### config.mk
export PLATFORM = sky130hd
export DESIGN_NAME = zelda_sprite_fetch
export DESIGN_NICKNAME = d
export VERILOG_FILES = /design/src/rtl/zelda_pkg.sv /design/src/rtl/zelda_anim_fsm.sv /design/src/rtl/zelda_sprite_fetch.sv
export SDC_FILE = /design/constraint.sdc
export NUM_CORES = 1
export LEC_CHECK = 0
export CAP_MARGIN = 30
export CORE_MARGIN = 8
export CORE_UTILIZATION = 44
export DETAILED_ROUTE_END_ITERATION = 10
export MAX_ROUTING_LAYER = met4
export PLACE_DENSITY = 0.84
export SETUP_SLACK_MARGIN = 0.2
export SYNTH_ARGS = -nofsm -noshare
export SYNTH_HDL_FRONTEND = slang
export SYNTH_SLANG_ARGS = --single-unit
### constraint.sdc
create_clock -name Clk -period 1.7 [get_ports Clk]
set_input_delay 0.255 -clock Clk [delete_from_list [all_inputs] [get_ports Clk]]
set_output_delay 0.255 -clock Clk [all_outputs]
set_load 0.02 [all_outputs]
### src/rtl/zelda_pkg.sv
// Shared types and screen constants for the Zelda player-sprite path.
package zelda_pkg;

    localparam int SCREEN_W = 640;
    localparam int SCREEN_H = 480;
    localparam int COORD_W  = 10;

    typedef enum logic [1:0] {DIR_DOWN, DIR_UP, DIR_LEFT, DIR_RIGHT} dir_t;
    typedef enum logic [1:0] {STAND, WALK_A, WALK_B} anim_state_t;

endpackage

### src/rtl/zelda_anim_fsm.sv
// Frame-synchronous walk animation: shadow dir/moving registers, step counter and STAND/WALK_A/WALK_B FSM.
module zelda_anim_fsm
    import zelda_pkg::*;
#(
    parameter int ANIM_DIV = 8
) (
    input  logic       Clk,
    input  logic       Reset_n,
    input  logic       frame_start,
    input  logic [1:0] dir,
    input  logic       moving,
    output dir_t       dir_q,
    output logic       frame
);

    localparam logic [7:0] DIV_M1 = 8'(ANIM_DIV - 1);

    anim_state_t state, state_n;
    logic [7:0]  cnt, cnt_n;
    logic        moving_q;

    always_ff @(posedge Clk or negedge Reset_n) begin
        if (!Reset_n) begin
            state    <= STAND;
            cnt      <= '0;
            dir_q    <= DIR_DOWN;
            moving_q <= 1'b0;
        end else begin
            state <= state_n;
            cnt   <= cnt_n;
            if (frame_start) begin
                dir_q    <= dir_t'(dir);
                moving_q <= moving;
            end
        end
    end

    // moving_q is high exactly while walking, so it doubles as the "already walking" test
    always_comb begin
        state_n = state;
        cnt_n   = cnt;
        if (frame_start) begin
            if (!moving) begin
                state_n = STAND;
                cnt_n   = '0;
            end else if (!moving_q || dir_t'(dir) != dir_q) begin
                state_n = WALK_A;
                cnt_n   = '0;
            end else if (cnt == DIV_M1) begin
                cnt_n   = '0;
                state_n = (state == WALK_B) ? WALK_A : WALK_B;
            end else begin
                cnt_n = cnt + 8'd1;
            end
        end
    end

    assign frame = (state == WALK_B);

endmodule

### src/rtl/zelda_sprite_fetch.sv
// Player sprite fetch: hit box, ROM address, 3-cycle pipeline to palette index/select/hit.
// Define SPRITE_MIRROR_EN to draw left-facing frames by mirroring the right-facing images.
module zelda_sprite_fetch
    import zelda_pkg::*;
#(
    parameter int         SPRITE_W        = 32,
    parameter int         SPRITE_H        = 32,
    parameter int         ANIM_DIV        = 8,
    parameter logic [3:0] TRANSPARENT_IDX = 4'h0
) (
    input  logic                                  Clk,
    input  logic                                  Reset_n,
    input  logic                                  frame_start,
    input  logic                                  pix_valid,
    input  logic [9:0]                            DrawX,
    input  logic [9:0]                            DrawY,
    input  logic [9:0]                            sprite_x,
    input  logic [9:0]                            sprite_y,
    input  logic [1:0]                            dir,
    input  logic                                  moving,
    output logic [$clog2(SPRITE_W*SPRITE_H)+2:0]  rom_addr,
    input  logic [3:0]                            rom_data,
    output logic [3:0]                            pal_index,
    output logic [2:0]                            pal_sel,
    output logic                                  sprite_hit,
    output logic                                  pix_valid_out
);

    localparam int CW     = $clog2(SPRITE_W);
    localparam int RW     = $clog2(SPRITE_H);
    localparam int STAGES = 3;
    localparam logic [COORD_W:0] SW11 = (COORD_W+1)'(SPRITE_W);
    localparam logic [COORD_W:0] SH11 = (COORD_W+1)'(SPRITE_H);

    dir_t          dir_q, dir_eff;
    logic          frame, mirror, in_box;
    logic [CW-1:0] col, col_eff;
    logic [RW-1:0] row;
    logic [STAGES:1] vld_pipe;
    logic          box1, box2;
    logic [2:0]    sel1, sel2;
    logic          hit_d;

    zelda_anim_fsm #(.ANIM_DIV(ANIM_DIV)) u_anim (
        .Clk         (Clk),
        .Reset_n     (Reset_n),
        .frame_start (frame_start),
        .dir         (dir),
        .moving      (moving),
        .dir_q       (dir_q),
        .frame       (frame)
    );

    // One extra bit so a sprite near the right/bottom edge clips instead of wrapping to 0
    assign in_box = ({1'b0, DrawX} >= {1'b0, sprite_x}) && ({1'b0, DrawX} < {1'b0, sprite_x} + SW11) &&
                    ({1'b0, DrawY} >= {1'b0, sprite_y}) && ({1'b0, DrawY} < {1'b0, sprite_y} + SH11);

    assign col = CW'(DrawX - sprite_x);
    assign row = RW'(DrawY - sprite_y);

`ifdef SPRITE_MIRROR_EN
    assign mirror = (dir_q == DIR_LEFT);
`else
    assign mirror = 1'b0;
`endif

    // SPRITE_W is a power of two, so SPRITE_W-1-col is just ~col
    assign dir_eff = mirror ? DIR_RIGHT : dir_q;
    assign col_eff = mirror ? ~col : col;
    assign hit_d   = vld_pipe[2] && box2 && (rom_data != TRANSPARENT_IDX);

    always_ff @(posedge Clk or negedge Reset_n) begin
        if (!Reset_n) begin
            vld_pipe      <= '0;
            rom_addr      <= '0;
            box1          <= 1'b0;
            box2          <= 1'b0;
            sel1          <= '0;
            sel2          <= '0;
            pal_index     <= '0;
            pal_sel       <= '0;
            sprite_hit    <= 1'b0;
            pix_valid_out <= 1'b0;
        end else begin
            vld_pipe      <= {vld_pipe[STAGES-1:1], pix_valid};
            rom_addr      <= in_box ? {dir_eff, frame, row, col_eff} : '0;
            box1          <= in_box;
            sel1          <= {dir_eff, frame};
            box2          <= box1;
            sel2          <= sel1;
            sprite_hit    <= hit_d;
            pal_index     <= hit_d ? rom_data : 4'h0;
            pal_sel       <= sel2;
            pix_valid_out <= vld_pipe[2];
        end
    end

endmodule
# Word-level counts from Yosys, hierarchy flattened
# Index checks and enable logic that the tools add are counted.
# totals
n_memories,0
latchBits,0
regBits,45
ramBits,0
mem_bits_ro,0
wordCells,45
output_inout_bits,22
# classes
n_mul,0
n_addsub,5
bitwise,0
n_reduce_logical,9
shift,0
n_mux,9
div,0
eq_ne,4
order_cmp,4
# ops
cell,n
$mux 8,3
$add 10x6->11 const B,2
$lt 10x11->1,2
$ge 10x10->1,2
$mux 13,1
$sub 5x5->5,2
$add 8x1->8 const B,1
$eq 8x3->1 const B,1
$mux 2,4
$logic_and 1x1->1,5
$mux 4,1
$reduce_bool 4->1,1
$ne 3x1->1 const B,1
$eq 2x2->1 const B,1
$ne 2x2->1,1
$reduce_and 2->1,1
$logic_not 1->1,1
$logic_or 1x1->1,1

# Depth between registers and ports, before layout
# logic_depth
word_depth,6
mapped_depth,10
mapped_depth_nobuf,9

# Cells and area by module
# Synthesis repeated with hierarchy kept, for this count alone.
# hier_totals
hier_cells,264
area_unflattened_um2,2792.7
# modules_own_cells
module,area_each_um2,cells_each,n_inst,seq_area_each_um2
zelda_sprite_fetch,2075.7,197,1,800.8
zelda_anim_fsm,716.9,67,1,325.3

# Worst setup path before layout
# No wires, ideal clock.
# synth_timing
path_kind,input -> register
start,in DrawY[0]
end,reg rom_addr[2]
setup_slack_ns,-0.264
arrival_ns,1.828
n_path_buf,1
required_time_ns,1.564
stages,10
cell_sequence,inv_1 -> ha_1 -> inv_1 -> fa_1 -> a21oi_1 -> o221ai_1 -> a221oi_1 -> a221o_1 -> buf_6 -> nor4_1
# synth_via
elab_chain_len,4
# synth_rtl
item,line_no,text
from (decl),zelda_sprite_fetch.sv:16,"input logic [9:0] DrawY,"
$ge 10x10->1,zelda_sprite_fetch.sv:56,"({1'b0, DrawY} >= {1'b0, sprite_y}) && ({1'b0, DrawY} < {1'b0, sprite_y} + SH11);"
$logic_and 1x1->1,zelda_sprite_fetch.sv:55,"assign in_box = ({1'b0, DrawX} >= {1'b0, sprite_x}) && ({1'b0, DrawX} < {1'b0, sprite_x} + SW11) &&"
$logic_and 1x1->1 *,zelda_sprite_fetch.sv:56,
$mux 13 *,zelda_sprite_fetch.sv:86,"rom_addr <= in_box ? {dir_eff, frame, row, col_eff} : '0;"
to (signal assigned),zelda_sprite_fetch.sv:86,
to (decl),zelda_sprite_fetch.sv:21,"output logic [$clog2(SPRITE_W*SPRITE_H)+2:0] rom_addr,"
# Every way passes the cells marked *; elsewhere a longest branch is shown, timed or not.
# A chain may end at the register's enable or synchronous reset.

# Worst setup path after layout
# layout_timing
start,in sprite_y[5]
end,reg rom_addr[3]
# layout_via
elab_chain_len,4
# layout_rtl
item,line_no,text
from (decl),zelda_sprite_fetch.sv:18,"input logic [9:0] sprite_y,"
$add 10x6->11 or $ge 10x10->1 (tied branches),zelda_sprite_fetch.sv:56,
$lt 10x11->1 or $logic_and 1x1->1 (tied branches),"zelda_sprite_fetch.sv:56, zelda_sprite_fetch.sv:55",
$logic_and 1x1->1 *,zelda_sprite_fetch.sv:56,
$mux 13 *,zelda_sprite_fetch.sv:86,
# Marks and branches as above.

==> run metrics <==
placed cells 440; main area contributors after synthesis dfrtp_1, ha_1, xnor2_1, inv_1, a21oi_1; ys flop type dfrtp_1; grt ovf 0; Vias per Instance about 5.4; drt pass-1 iters 4; global routing met2 resource utilization 0.330; Max IR drop VDD 0.419 mV; WHS 0.354 ns; die area about 8800 µm²; CTS buffer count 5; Yosys Warn Count 0; CTS max path bufs 2; Worst Setup Start Kind input port; RSZ-0062 raised after global routing true; row cnt 28; number of distinct library cells after synthesis 42; commonest non-fill, non-tap cell in the layout buf_4; final hold violations 0; CORE AREA just under 6000 µm²; syn_nets roughly 350; Synth top area share 0.425; first-pass GRT wire length 13.1 mm; Post-Layout Cell Count between 400 and 500; H-Tree Depth 2; asr flop ratio synth 1.00; clock skew slightly below 0.005 ns; post-DP HPWL about 5.5 mm; Syn Inst Count between 200 and 300; max-cap violation count 0; Routed Antenna Nets 0; post-synthesis sequential area ratio 0.425; Port Buf Inserts around 70; EDFF count, synth 0; Initial Utilization 0.450; cell area power density about 680 nW/µm²; final setup fails 14; Clk Latency, worst-skew pair a little under 0.3 ns; met1 Track Usage GR 0.218; Tot GR Track Use 0.192; failing checks setup timing; Total Power 3.02 mW; Root Driver clkbuf_8; CP required 1.89 ns; final worst path period share 1.10; Crit path arrival time a little over 2 ns; min Tclk post-route ~1.9 ns; Place WS -0.966 ns; RePlAce Congestion 0.817; vias in the first global route approximately 2700; Die Height 93.6 µm; Static Leak 2.18 nW; Final TNS setup -1.73 ns; WS Path Type input port to register; CTS tree yes; Setup crit end kind register; CTS clk-pin slew, worst paths 0.07 ns; Nets roughly 470; share of cells above drive strength 1 0.415; outcome complete, but fails checks; Routed WL 8.53 mm; grt met3 use 0.0313; IO Count between 70 and 80; DR iter-0 viols about 60; clk sinks 45; area growth from synthesis to final layout 68.7%; f_max roughly 530 MHz; Crit Path Max Fanout 7; type of the worst min-delay path register to register; antenna cells 0; max-slew violations 0; initial antenna violation count 0; gr busiest metal met2; synthesis-stage register bit count 45; Post-Syn Area approximately 2600 µm²; vias post-DR approximately 2500; worst slew pin tran approximately 0.60 ns; post-synth top area cell dfrtp_1; max_slew headroom 0.597; most frequent cells in the layout buf_4, dfrtp_1, dlygate4sd2_1; Fillers ~370; Syn Area/Cell around 10 µm²; width of the die 93.6 µm; Final WS setup -0.178 ns; WL/cell 18.4 µm; DRC viols 0; largest net degree at the start of global routing 30
critical path, cell delays in order:
cell and delay, ns:
buf_8 0.09, nand3_2 0.10, xnor2_2 0.15, ha_1 0.32, a21o_1 0.22, a211oi_4 0.34, a31oi_4 0.24, nor4_2 0.35
per-layer routing:
metal / part of all wire / vias to the layer above / routed length (µm)
li1: - / 1185 / -
met1: 0.41 / 1213 / 3460
met2: 0.52 / 87 / 4440
met3: 0.043 / 22 / 366
met4: 0.031 / 0 / 264
met5: 0 / - / 0
registers in the layout, indices dropped and copies added (netlist names):
name	cells
sel1	3
sprite_hit	1
pal_index	4
box1	1
u_anim.dir_q	2
u_anim.moving_q	1
sel2	3
rom_addr	13
u_anim.state	2
pix_valid_out	1
pal_sel	3
u_anim.cnt	8
vld_pipe	2
box2	1
area by class of cell:
cell class | instances | area, µm² | share of cell area
clock inverter | 1 | 30.0 | 0.00672
clock buffer | 7 | 86.3 | 0.0193
timing repair buffer | 123 | 1100 | 0.246
multi-input combinational | 184 | 1920 | 0.431
tap | 75 | 93.8 | 0.0210
sequential | 45 | 1130 | 0.252
inverter | 28 | 108 | 0.0241
worst paths after layout:
kind                       cells past startpoint       startpoint  slack (ns)         endpoint
max                                            8      sprite_y[5]       -0.18      rom_addr[3]
min                                            0          sel2[2]        0.35       pal_sel[2]
max reg2reg                                    5  u_anim.dir_q[1]        0.17  u_anim.state[1]
min reg2reg                                    0          sel2[2]        0.35       pal_sel[2]
max in group asynchronous                      3          Reset_n        0.61  u_anim.dir_q[0]
min in group asynchronous                      2          Reset_n        0.51          sel1[1]
synthesized netlist by cell type, types with 4 or more instances:
cell type,n
nor4b_1,4
nand2_1,13
nor2_1,14
a21o_1,5
nand4_1,4
nand3_1,13
and3_1,5
nor4_1,9
mux2_2,4
dfrtp_1,45
xnor2_1,13
a21oi_1,15
o21ai_0,7
inv_1,28
ha_1,33
nor3_1,5
cell families (layout without fill, tap and decap cells):
group | after synthesis | after routing | share of synthesized area
buffers and inverters | 32 | 159 | 0.0496
AOI/OAI and AO/OA | 47 | 49 | 0.117
muxes | 7 | 7 | 0.0283
adders and majority gates | 35 | 35 | 0.171
DFF | 45 | 45 | 0.425
and+or+nand+nor | 77 | 77 | 0.156
xor gates and xnor gates | 16 | 16 | 0.0529
power breakdown:
part / total [mW] / internal [mW] / leakage, nW / switching, mW
logic: 1.05 / 0.516 / 1.52 / 0.534
registers: 1.16 / 1.13 / 0.596 / 0.0298
clock network: 0.815 / 0.479 / 0.0585 / 0.336
metrics by stage:
stage | instance area (µm²) | util
after global routing | 4470 | 0.759
after global placement | 3770 | 0.641
after CTS | 4380 | 0.744
final | 4470 | 0.759
after floorplan | 2700 | -
after detailed placement | 3770 | 0.641
timing repair:
item,CTS,global route
gates cloned,2,0
gates resized for setup,194,16
hold buffers,1,0
pin swaps,59,13
setup buffers,7,5
endpoints found under the hold margin,27,0
setup endpoints to repair,28,30
Note: power is estimated with default switching activity, not from simulation.
==> patch, RTL diff (same settings) <==
The parameter `SPRITE_W` goes from 32 to 64.
--- a/src/rtl/zelda_sprite_fetch.sv
+++ b/src/rtl/zelda_sprite_fetch.sv
@@ -3,7 +3,7 @@
 module zelda_sprite_fetch
     import zelda_pkg::*;
 #(
-    parameter int         SPRITE_W        = 32,
+    parameter int         SPRITE_W        = 64,
     parameter int         SPRITE_H        = 32,
     parameter int         ANIM_DIV        = 8,
     parameter logic [3:0] TRANSPARENT_IDX = 4'h0
Ports: changed (resized rom_addr); port bits go from 73 to 74. The function was not compared with the original's and may differ.
==> patch against the original RTL <==
The run still ends with setup timing left; sequential cell count is 1 higher; synthesized cell count fell by 0.39%; power up 1.4%; wire length grew 1.5%; global-route usage shrank 0.44 points; setup slack improved by 61 ps; largest power group unchanged; critical path type unchanged; cell area rose by 7.8%; via count increased by 3.8%; critical endpoint is now rom_addr[4]$_DFF_PN0_; synthesized area is 2.7% higher.
==> patch: results (changes against the original RTL) <==
outcome finished, violations left (unchanged); failing checks setup timing (unchanged); final setup vio count 17 (was 14); Critical Path End rom_addr[4]$_DFF_PN0_ (was rom_addr[3]$_DFF_PN0_); initial antenna violation count 1 (was 0); mean area per synthesized cell 10.5 um2 (was 10.2 um2); Synth Net Count 343 (was 345); layout cells sized above 1 0.501 (was 0.415); NonClk Buf Share 0.276 (was 0.246); Max IR drop VDD 0.930 mV (was 0.419 mV); LEAKAGE 2.42 nW (was 2.18 nW); fraction of area in multi-input gates 0.416 (was 0.431); largest net degree at the start of global routing 47 (was 30); Area growth syn-to-layout 77.2% (was 68.7%); inverters 30 (was 28); top flop regs rom_addr x14, u_anim.cnt x8, pal_index x4 (was rom_addr x13, u_anim.cnt x8, pal_index x4); CP max FO 6 (was 7); post-CTS resize count 178 (was 194); Signal buffers 148 (was 123); final cell count without fillers 487 (was 463); Setup Buffers After CTS 18 (was 7); first-pass GRT wire length 13,000 um (was 13,100 um); sequential cell area share 0.239 (was 0.252); gpl congestion 0.827 (was 0.817); CP Data Arrival Time 2030 ps (was 2070 ps); R2R Setup Slk -90 ps (was 170 ps); All-Layer GR Usage 0.187 (was 0.192); setup ws final -116 ps (was -178 ps); worst min path class in2async (was reg2reg); core region area 5960 um2 (was 5890 um2); fillers 340 (was 371); switching share of power 0.292 (was 0.298); placed cell areas 4030 um2 (was 3770 um2)
==> patch: kinds of logic (layout without fill, tap and decap cells) <==
family / Yosys count / in the layout / synth area share
AOI/OAI and AO/OA: 43 / 43 / 0.120
xor gates and xnor gates: 16 / 16 / 0.0515
adders and majority gates: 34 / 34 / 0.162
buffers and inverters: 33 / 186 / 0.0511
DFF: 46 / 46 / 0.423
muxes: 4 / 4 / 0.0170
other: 0 / 1 / 0
and+or+nand+nor: 82 / 82 / 0.176
==> patch: worst max-delay path: stages <==
cell and delay [ps]:
buf_8 90, buf_4 100, inv_1 60, ha_4 260
and4_4 220, o211ai_1 90, o211ai_1 340, nand2_2 150
buf_6 160, buf_16 140, nor3_2 170
==> patch: power by group through the flow <==
stage                     Clock, mW  Sequential [mW]  Combinational [mW]
after floorplan                   0             1.22               0.386
after global placement            0             1.19               0.793
after detailed placement          0             1.20               0.822
after CTS                     0.797             1.17               0.990
after global routing          0.853             1.18                1.19
final                         0.785             1.17                1.11
